--- config.mk ---
export PLATFORM = sky130hd
export DESIGN_NAME = legv8_mc_control
export DESIGN_NICKNAME = d
export VERILOG_FILES = /design/src/rtl/legv8_ctrl_pkg.sv /design/src/rtl/legv8_op_classify.sv /design/src/rtl/legv8_mc_control.sv
export SDC_FILE = /design/constraint.sdc
export NUM_CORES = 1
export LEC_CHECK = 0
export ABC_AREA = 1
export CORE_ASPECT_RATIO = 1.2
export CORE_MARGIN = 8
export CORE_UTILIZATION = 40
export CTS_CLUSTER_SIZE = 30
export DETAILED_ROUTE_END_ITERATION = 10
export PLACE_DENSITY = 0.77
export RECOVER_POWER = 25
export SYNTH_ARGS = -nofsm -noshare
export SYNTH_HDL_FRONTEND = slang
export SYNTH_HIERARCHICAL = 1
export SYNTH_SLANG_ARGS = --single-unit
--- constraint.sdc ---
create_clock -name clk -period 2.3 [get_ports clk]
set_input_delay 0.575 -clock clk [delete_from_list [all_inputs] [get_ports clk]]
set_output_delay 0.575 -clock clk [all_outputs]
set_load 0.1 [all_outputs]
--- src/rtl/legv8_ctrl_pkg.sv ---
`default_nettype none
// ============================================================================
//  legv8_ctrl_pkg : shared encodings for the LEGv8 multi-cycle control unit
//  Revision 1.0
// ============================================================================
package legv8_ctrl_pkg;

   localparam logic [2:0] S_IF  = 3'd0;
   localparam logic [2:0] S_ID  = 3'd1;
   localparam logic [2:0] S_EX  = 3'd2;
   localparam logic [2:0] S_MEM = 3'd3;
   localparam logic [2:0] S_WB  = 3'd4;

   typedef enum logic [2:0] {
      CLS_NONE    = 3'd0,
      CLS_RTYPE   = 3'd1,
      CLS_LDUR    = 3'd2,
      CLS_STUR    = 3'd3,
      CLS_CBZ     = 3'd4,
      CLS_B       = 3'd5,
      CLS_ILLEGAL = 3'd6
   } op_class_t;

   localparam logic [10:0] RTYPE_MASK  = 11'b100_1111_0111;
   localparam logic [10:0] RTYPE_MATCH = 11'b100_0101_0000;
   localparam logic [10:0] LDUR_MASK   = 11'b111_1111_1111;
   localparam logic [10:0] LDUR_MATCH  = 11'b111_1100_0010;
   localparam logic [10:0] STUR_MASK   = 11'b111_1111_1111;
   localparam logic [10:0] STUR_MATCH  = 11'b111_1100_0000;
   localparam logic [10:0] CBZ_MASK    = 11'b111_1111_1000;
   localparam logic [10:0] CBZ_MATCH   = 11'b101_1010_0000;
   localparam logic [10:0] B_MASK      = 11'b111_1110_0000;
   localparam logic [10:0] B_MATCH     = 11'b000_1010_0000;

   localparam logic [1:0] ALUOP_ADD   = 2'b00;
   localparam logic [1:0] ALUOP_PASSB = 2'b01;
   localparam logic [1:0] ALUOP_RTYPE = 2'b10;

   function automatic logic op_match(input logic [10:0] op,
                                     input logic [10:0] mask,
                                     input logic [10:0] match);
      return (op & mask) == match;
   endfunction

endpackage
`default_nettype wire

--- src/rtl/legv8_op_classify.sv ---
`default_nettype none
// ============================================================================
//  legv8_op_classify : combinational opcode-to-class decoder (upper 11 bits)
//  Optional B decode under LEGV8_B_EN.  Revision 1.0
// ============================================================================
module legv8_op_classify
   import legv8_ctrl_pkg::*;
#(
   parameter int OPCODE_W = 11
) (
   input  logic [OPCODE_W-1:0] opcode_i,
   output op_class_t           class_o
);

   logic [10:0] w_op;
   assign w_op = opcode_i[OPCODE_W-1 -: 11];

   always_comb begin
      class_o = CLS_ILLEGAL;
      if (op_match(w_op, LDUR_MASK, LDUR_MATCH))
         class_o = CLS_LDUR;
      else if (op_match(w_op, STUR_MASK, STUR_MATCH))
         class_o = CLS_STUR;
      else if (op_match(w_op, RTYPE_MASK, RTYPE_MATCH))
         class_o = CLS_RTYPE;
      else if (op_match(w_op, CBZ_MASK, CBZ_MATCH))
         class_o = CLS_CBZ;
`ifdef LEGV8_B_EN
      else if (op_match(w_op, B_MASK, B_MATCH))
         class_o = CLS_B;
`else
      else
         class_o = CLS_ILLEGAL;
`endif
   end

endmodule
`default_nettype wire

--- src/rtl/legv8_mc_control.sv ---
`default_nettype none
// ============================================================================
//  legv8_mc_control : multi-cycle LEGv8 control FSM (IF/ID/EX/MEM/WB) with
//  memory-wait timeout; unconditional B enabled by LEGV8_B_EN.  Revision 1.0
// ============================================================================
module legv8_mc_control
   import legv8_ctrl_pkg::*;
#(
   parameter int OPCODE_W    = 11,
   parameter int TIMEOUT_W   = 4,
   parameter int TIMEOUT_MAX = 15
) (
   input  logic                clk,
   input  logic                rst_n,
   input  logic [OPCODE_W-1:0] opcode,
   input  logic                zero,
   input  logic                mem_ready,
   output logic                reg2loc,
   output logic                alu_src,
   output logic                mem_to_reg,
   output logic                reg_write,
   output logic                mem_read,
   output logic                mem_write,
   output logic                branch,
   output logic [1:0]          alu_op,
   output logic                ior_d,
   output logic                ir_write,
   output logic                pc_write,
   output logic                pc_src,
   output logic                retire,
   output logic                illegal,
   output logic                mem_fault,
   output logic [2:0]          state
);

   localparam logic [TIMEOUT_W-1:0] TMAX = TIMEOUT_W'(TIMEOUT_MAX);

   logic [2:0]           state_q, state_d;
   op_class_t            cls_q, cls_d;
   logic [TIMEOUT_W-1:0] cnt_q, cnt_d;
   op_class_t            w_class;
   logic                 w_mem_state;
   logic                 w_timeout;

   legv8_op_classify #(.OPCODE_W(OPCODE_W)) u_classify (
      .opcode_i (opcode),
      .class_o  (w_class)
   );

   assign w_mem_state = (state_q == S_IF) || (state_q == S_MEM);
   // A late mem_ready on the final count wins over the fault.
   assign w_timeout   = w_mem_state && (cnt_q == TMAX) && !mem_ready;
   assign state       = state_q;

   always_ff @(posedge clk or negedge rst_n) begin
      if (!rst_n) begin
         state_q <= S_IF;
         cls_q   <= CLS_NONE;
         cnt_q   <= '0;
      end else begin
         state_q <= state_d;
         cls_q   <= cls_d;
         cnt_q   <= cnt_d;
      end
   end

   always_comb begin
      state_d = S_IF;
      cls_d   = cls_q;
      cnt_d   = '0;
      if (w_mem_state && !mem_ready && !w_timeout)
         cnt_d = cnt_q + TIMEOUT_W'(1);
      case (state_q)
         S_IF:  state_d = mem_ready ? S_ID : S_IF;
         S_ID: begin
            state_d = S_EX;
            cls_d   = w_class;
         end
         S_EX: begin
            case (cls_q)
               CLS_RTYPE:           state_d = S_WB;
               CLS_LDUR, CLS_STUR:  state_d = S_MEM;
               default:             state_d = S_IF;
            endcase
         end
         S_MEM: begin
            if (mem_ready)
               state_d = (cls_q == CLS_LDUR) ? S_WB : S_IF;
            else if (!w_timeout && (cls_q == CLS_LDUR || cls_q == CLS_STUR))
               state_d = S_MEM;
            else
               state_d = S_IF;
         end
         default: state_d = S_IF;
      endcase
   end

   always_comb begin
      reg2loc    = 1'b0;
      alu_src    = 1'b0;
      mem_to_reg = 1'b0;
      reg_write  = 1'b0;
      mem_read   = 1'b0;
      mem_write  = 1'b0;
      branch     = 1'b0;
      alu_op     = ALUOP_ADD;
      ior_d      = 1'b0;
      ir_write   = 1'b0;
      pc_write   = 1'b0;
      pc_src     = 1'b0;
      retire     = 1'b0;
      illegal    = 1'b0;
      mem_fault  = 1'b0;
      if (rst_n) begin
         case (state_q)
            S_IF: begin
               mem_read  = !w_timeout;
               mem_fault = w_timeout;
               ir_write  = mem_ready;
               pc_write  = mem_ready;
            end
            S_EX: begin
               case (cls_q)
                  CLS_RTYPE: alu_op = ALUOP_RTYPE;
                  CLS_LDUR:  alu_src = 1'b1;
                  CLS_STUR: begin
                     alu_src = 1'b1;
                     reg2loc = 1'b1;
                  end
                  CLS_CBZ: begin
                     reg2loc  = 1'b1;
                     alu_op   = ALUOP_PASSB;
                     branch   = 1'b1;
                     pc_write = zero;
                     pc_src   = zero;
                     retire   = 1'b1;
                  end
                  CLS_B: begin
                     branch   = 1'b1;
                     pc_write = 1'b1;
                     pc_src   = 1'b1;
                     retire   = 1'b1;
                  end
                  CLS_ILLEGAL: illegal = 1'b1;
                  default: ;
               endcase
            end
            S_MEM: begin
               mem_fault = w_timeout;
               if (cls_q == CLS_LDUR) begin
                  mem_read = !w_timeout;
                  ior_d    = 1'b1;
               end else if (cls_q == CLS_STUR) begin
                  mem_write = !w_timeout;
                  ior_d     = 1'b1;
                  reg2loc   = 1'b1;
                  retire    = mem_ready;
               end
            end
            S_WB: begin
               reg_write  = 1'b1;
               mem_to_reg = (cls_q == CLS_LDUR);
               retire     = 1'b1;
            end
            default: ;
         endcase
      end
   end

endmodule
`default_nettype wire

==> results.json <==
{
  "status": "finished, final reports clean",
  "peakVddDrop_mv": 0.261,
  "r2r_setup_slack_ns": 0.95,
  "wl_per_cell_um": 15.1,
  "critPathMaxStageDelay_ns": 0.51,
  "routed_via_density": 5.28,
  "synth_edf_count": 0,
  "final_nets": 188,
  "tns_ns": 0,
  "worstReg2RegEnd": "state[0]",
  "arrival_ns": 1.70,
  "core_area_um2": 1830,
  "path_cells": "inv_6 -> nand2_4 -> nor2_4 -> nand4_1 -> a21oi_4 -> buf_12",
  "gr-usage-all-layers_pct": 15.2,
  "drv_slew": 0,
  "cts.sinks": 10,
  "cpMaxStageDelayCell": "dfrtp_4",
  "finalSetupViolCount": 0,
  "leakagePower_nw": 0.698,
  "p_per_area_nw_per_um2": 443,
  "rsz0062_at_grt": "true",
  "fmax_mhz": 439,
  "die_y_um": 63.9,
  "clock_skew_ns": 0.00438,
  "areaGrowthSynthToFinish_pct": 99.5,
  "drt_iter0_drc": 42,
  "worstPathMaxFanout": 4,
  "drc_errors": 0,
  "synth-main-ff-cell": "dfrtp_1",
  "gp_congestion": 0.752,
  "fin_crit_ns": 2.28,
  "hold_viol_final": 0,
  "path_class": "reg2out",
  "rows": 17,
  "yosysTopAreaCell": "dfrtp_1",
  "syn_nets": 140,
  "syn_inst": 124,
  "syn_area_per_cell_um2": 6.16,
  "synth_area_leaders": "dfrtp_1, nor2_1, nand2_1",
  "ctsHoldBuffers": 0,
  "reg2reg_depth": 7,
  "timing.final.crit_share_pct": 99.1,
  "timing.rr.start": "state[1]",
  "dr.pass1.iters": 4,
  "grt_max_degree": 9,
  "die_area_um2": 3570,
  "cts_made_buffers": 3,
  "endpoint_kind": "primary output",
  "worst_slew_margin_rel_pct": 81.1,
  "tightest_slew_ns": 0.286,
  "ys_ff_latch": 10,
  "die_x_um": 55.9,
  "mappedNetlistArea_um2": 763,
  "start_util_pct": 41.7,
  "drtAntennaViolNets": 0,
  "start_kind": "flip-flop",
  "port_buffers": 33,
  "dr_total_vias": 1004,
  "worstPathRequired_ns": 1.73,
  "cts_tree": "done",
  "n_antenna_cell": 0,
  "grt_overflow": 0,
  "synth.distinct_cells": 17,
  "io_pins": 34,
  "dpl.hpwl_um": 2360,
  "htreeDepth": 1,
  "synth_top_area_share_pct": 32.8,
  "antenna_found_initial": 0,
  "grt_pass1_wl_um": 4470,
  "grt_pass1_vias": 1024,
  "stdcell_area_um2": 1520,
  "min_path_type": "in2async",
  "ys_seq_area_share_pct": 32.8,
  "layout-drive-gt1-share_pct": 33.3,
  "whs_ns": 0.459,
  "dpl_cell_area_um2": 1470,
  "insertion_delay_ns": 0.27,
  "ys.warnings.count": 6,
  "max_cap_viol_count": 0,
  "ys_async_sr_fraction_pct": 100,
  "cts_root_buffer": "clkbuf_4",
  "wl_um": 2870,
  "cts.clk_slew.worst_paths_ns": 0.07,
  "clk_path_buf_depth": 2
}
## area by class of cell
class	count	area [um2]
fill	117	307
timing repair buffer	43	567
tap	19	23.8
clock buffer	4	36.3
sequential	10	259
multi-input combinational	93	549
inverter	21	87.6
## layer usage
layer  wire (um)  GRT usage (%)  vias to the layer above
met4          69           6.93                        0
met3         151           2.17                        8
met2        1720           31.6                       52
met1         927           13.7                      460
li1            -              -                      484
met5           0              0                        -
## Yosys cell counts, types with 2 or more instances
library cell   n
a21oi_1        5
dfrtp_1       10
inv_1         19
inv_2          2
nand2_1       21
nand3_1       14
nand3_2        2
nand4_1        6
nor2_1        37
## logic make-up after synthesis
family,share of synthesized area (%)
adder cells (fa/ha/maj),1.64
buffers and inverters,10.3
flip-flops,32.8
XOR/XNOR,2.30
AO/OA/AOI/OAI,3.93
AND/OR/NAND/NOR,49.0
## how the worst max path moves through the flow
stage                   from         to  slack (ns)
floorplan           state[2]   pc_write       -0.06
global placement        zero   pc_write       -0.01
detailed placement     rst_n    reg2loc       -0.03
CTS                     zero   pc_write       0.003
global route        cls_q[2]  mem_write       -0.05
finish              state[2]   pc_write        0.02
## power breakdown
| part | switching [mW] | total [mW] | internal (mW) |
|---|---|---|---|
| Clock | 0.0655 | 0.162 | 0.0961 |
| Sequential | 0.0274 | 0.222 | 0.195 |
| Combinational | 0.192 | 0.291 | 0.0987 |
## sequential cells by signal (all words and copies together) (netlist names)
name and flops:
state 3, cls_q 3, cnt_q 4
## stage by stage
stage	total power, mW	setup slack (ns)	utilization, %	instances
finish	0.675	0.0208	83.2	190
global placement	0.501	-0.0127	80.5	184
CTS	0.667	0.00262	82.4	188
global route	0.699	-0.0469	83.2	190
detailed placement	0.509	-0.0334	80.5	184
floorplan	0.401	-0.0646	-	124
## layout by cell type (no fill, tap or decap), types with 2 or more instances in the layout
cell,n
clkbuf_1,2
buf_4,10
nor2_1,27
a21oi_4,2
nand3_2,3
clkbuf_4,3
nor2_4,11
buf_12,17
inv_2,2
dfrtp_4,2
dfrtp_1,7
dlymetal6s2s_1,2
a21oi_1,3
nand2_1,20
inv_1,17
nand3_1,13
clkdlybuf4s50_1,11
nand4_1,6
## timing repair
| action | 4_1_cts | 5_1_grt |
|---|---|---|
| pin swaps | 1 | 3 |
| setup endpoints to repair | 11 | 3 |
| setup buffers | 0 | 2 |
| gates resized for setup | 1 | 4 |
## worst max-delay path, delay by kind of cell (launching register included)
family / cells / cell delay (ns)
flip-flops: 1 / 0.51
AND/OR/NAND/NOR: 3 / 0.41
buffers and inverters: 2 / 0.27
AO/OA/AOI/OAI: 1 / 0.24
Note: power is estimated with default switching activity, not from simulation.
==> RTL edit, RTL diff (same flow settings) <==
Put a register stage on the output `mem_fault`, with the module's reset. The value now appears one clock later. The other outputs are not delayed to match.
--- a/src/rtl/legv8_mc_control.sv
+++ b/src/rtl/legv8_mc_control.sv
@@ -34,6 +34,8 @@
 );
 
    localparam logic [TIMEOUT_W-1:0] TMAX = TIMEOUT_W'(TIMEOUT_MAX);
+
+   logic mem_fault_d;
 
    logic [2:0]           state_q, state_d;
    op_class_t            cls_q, cls_d;
@@ -110,12 +112,12 @@
       pc_src     = 1'b0;
       retire     = 1'b0;
       illegal    = 1'b0;
-      mem_fault  = 1'b0;
+      mem_fault_d = 1'b0;
       if (rst_n) begin
          case (state_q)
             S_IF: begin
                mem_read  = !w_timeout;
-               mem_fault = w_timeout;
+               mem_fault_d = w_timeout;
                ir_write  = mem_ready;
                pc_write  = mem_ready;
             end
@@ -146,7 +148,7 @@
                endcase
             end
             S_MEM: begin
-               mem_fault = w_timeout;
+               mem_fault_d = w_timeout;
                if (cls_q == CLS_LDUR) begin
                   mem_read = !w_timeout;
                   ior_d    = 1'b1;
@@ -167,6 +169,14 @@
       end
    end
 
+   always_ff @(posedge clk or negedge rst_n) begin
+      if (!rst_n) begin
+         mem_fault <= '0;
+      end else begin
+         mem_fault <= mem_fault_d;
+      end
+   end
+
 endmodule
 `default_nettype wire
 
Formal check against the unedited RTL: same outputs for any inputs over 10 cycles, from zero or initial values and one cycle with rst_n low; that may be too few to reach the edited logic, so the function may still have changed.
==> RTL edit against the original RTL <==
Routed wire length shrank 4.6%; power decreased by 0.89%; core utilization increased by 0.46 points; worst setup slack improved by 0.0071 ns; area after synthesis grew 3.3%; cell area increased by 1.7%; sequential cell count increased by 1; first-iteration DRC count shrank 45%; critical endpoint unchanged; largest cell class unchanged.
==> RTL edit: results (changes against the original RTL) <==
| Metric | Value |
|---|---|
| Worst Skew | `0.000780 ns (was 0.00438 ns)` |
| Sequential fraction of the synthesis area | `0.349 (was 0.328)` |
| Critical Path Fanout Max | `6 (was 4)` |
| Syn Inst Count | `125 (was 124)` |
| Largest net degree at the start of global routing | `9 (unchanged)` |
| Post-synth ARST share | `1.00 (unchanged)` |
| Worst Max-Slew Pin Slew | `0.291 ns (was 0.286 ns)` |
| Total Routing Usage GR | `0.149 (was 0.152)` |
| VDD IR-drop max | `0.000433 V (was 0.000261 V)` |
| Synth top cells by count | `37 x nor2_1, 21 x nand2_1, 19 x inv_1, 14 x nand3_1, 11 x dfrtp_1 (was 37 x nor2_1, 21 x nand2_1, 19 x inv_1, 14 x nand3_1, 10 x dfrtp_1)` |
| Pre-CTS setup slack | `-0.0423 ns (was -0.0334 ns)` |
| Routed Wire Length | `2.74 mm (was 2.87 mm)` |
| Worst Reg2Reg Path Length in Cells | `7 (unchanged)` |
| Status | `finished clean (unchanged)` |
| Reg-to-Reg End | `state[0]$_DFF_PN0_ (unchanged)` |
| Reg-to-reg slack, setup | `0.91 ns (was 0.95 ns)` |
| Post-placement cell area | `1490 um^2 (was 1470 um^2)` |
| Library cells used by synthesis | `17 (unchanged)` |
| CTS Root Cell | `clkbuf_4 (unchanged)` |
| GPL Wtd Cong | `0.825 (was 0.752)` |
| Total number of vias | `1,007 (was 1,004)` |
| Post-synthesis net count | `141 (was 140)` |
| Top cells by area, synth | `dfrtp_1 35%, nor2_1 18%, nand2_1 10% (was dfrtp_1 33%, nor2_1 18%, nand2_1 10%)` |
| Max clock buf depth | `2 (unchanged)` |
| Detail Placement HPWL | `2.33 mm (was 2.36 mm)` |
| Critical path arrival | `1.70 ns (about the same)` |
| # placed instances | `186 (was 184)` |
| DR iter-0 viols | `23 (was 42)` |
| Net Sw Frac | `0.430 (was 0.423)` |
| Cts bufs inserted | `3 (unchanged)` |
| Layout cells sized above 1 | `0.356 (was 0.333)` |
| DR WL/cell | `14.2 um (was 15.1 um)` |
| Max FFs per register | `4 (unchanged)` |
| Global-route wire length before repair | `4.53 mm (was 4.47 mm)` |
| Clk pin slew, worst setup/hold paths | `0.07 ns (about the same)` |
| Clk Latency, worst-skew pair | `0.28 ns` |
| N_diodes | `0 (unchanged)` |
| Leak pwr | `0.000705 uW (was 0.000698 uW)` |
| Antenna violations before repair | `0 (unchanged)` |
| Most flops, register | `cnt_q (unchanged)` |
| Yosys warns | `6 (unchanged)` |
[RTL edit: cell types whose count changed after synthesis, sizes merged]
cell and change:
dfrtp +1
[RTL edit: how the worst max path moves through the flow]
stage / start / end / slack, ns / depth (start not counted)
final: state[2]$_DFF_PN0_ / pc_write / 0.03 / 6
after global routing: state[2]$_DFF_PN0_ / pc_write / -0.05 / 6
after CTS: state[2]$_DFF_PN0_ / pc_write / 0.01 / 6
after detailed placement: zero / pc_write / -0.04 / 6
after global placement: zero / pc_write / -0.02 / 6
after floorplan: state[2]$_DFF_PN0_ / pc_write / -0.06 / 5
[RTL edit: stage by stage]
stage	hold slack (ns)	util
floorplan	0.279	-
global placement	0.448	0.803
detailed placement	0.455	0.803
CTS	0.439	0.815
global route	0.469	0.837
finish	0.448	0.837
[RTL edit: final cells by class]
type / instances / area [um^2]
repair buffers: 45 / 571
multi-input cells: 93 / 557
clock buffers: 4 / 26.3
inverters: 21 / 87.6
flip-flops and latches: 11 / 284
well taps: 19 / 23.8
fillers: 118 / 302
[RTL edit: repair_timing]
action | 4_1_cts | 5_1_grt
buffers inserted | 0 | 3
resized for setup | 2 | 5
endpoints found under the setup margin | 8 | 5
pin swaps | 2 | 2
[RTL edit: critical path, delay by kind of cell, from the launching register on]
family          cells  cell delay [ns]
compound gates      1             0.24
buf+inv             2             0.28
flops               1             0.50
simple gates        3             0.39
[RTL edit: per-layer routing]
layer  global-route usage  share of wire  up-vias
li1                     -              -      491
met4               0.0572          0.023        0
met2                0.287           0.58       26
met3               0.0487          0.041        7
met5                    0              0        -
met1                0.139           0.36      483
[RTL edit: cells by family (layout without fill, tap and decap cells)]
| logic type | count (synthesis) | in the layout | synth area share |
|---|---|---|---|
| DFF | 11 | 11 | 0.349 |
| adders and majority gates | 1 | 1 | 0.0159 |
| xor gates and xnor gates | 2 | 2 | 0.0222 |
| and+or+nand+nor | 84 | 84 | 0.475 |
| AOI/OAI and AO/OA | 6 | 6 | 0.0381 |
| buffers and inverters | 21 | 70 | 0.100 |
[RTL edit: power by group through the flow]
stage               Sequential, uW  Clock (uW)  Combinational [uW]
finish                         239         134                 297
global route                   241         144                 313
CTS                            238         137                 292
detailed placement             242           0                 292
global placement               239           0                 282
floorplan                      272           0                 146
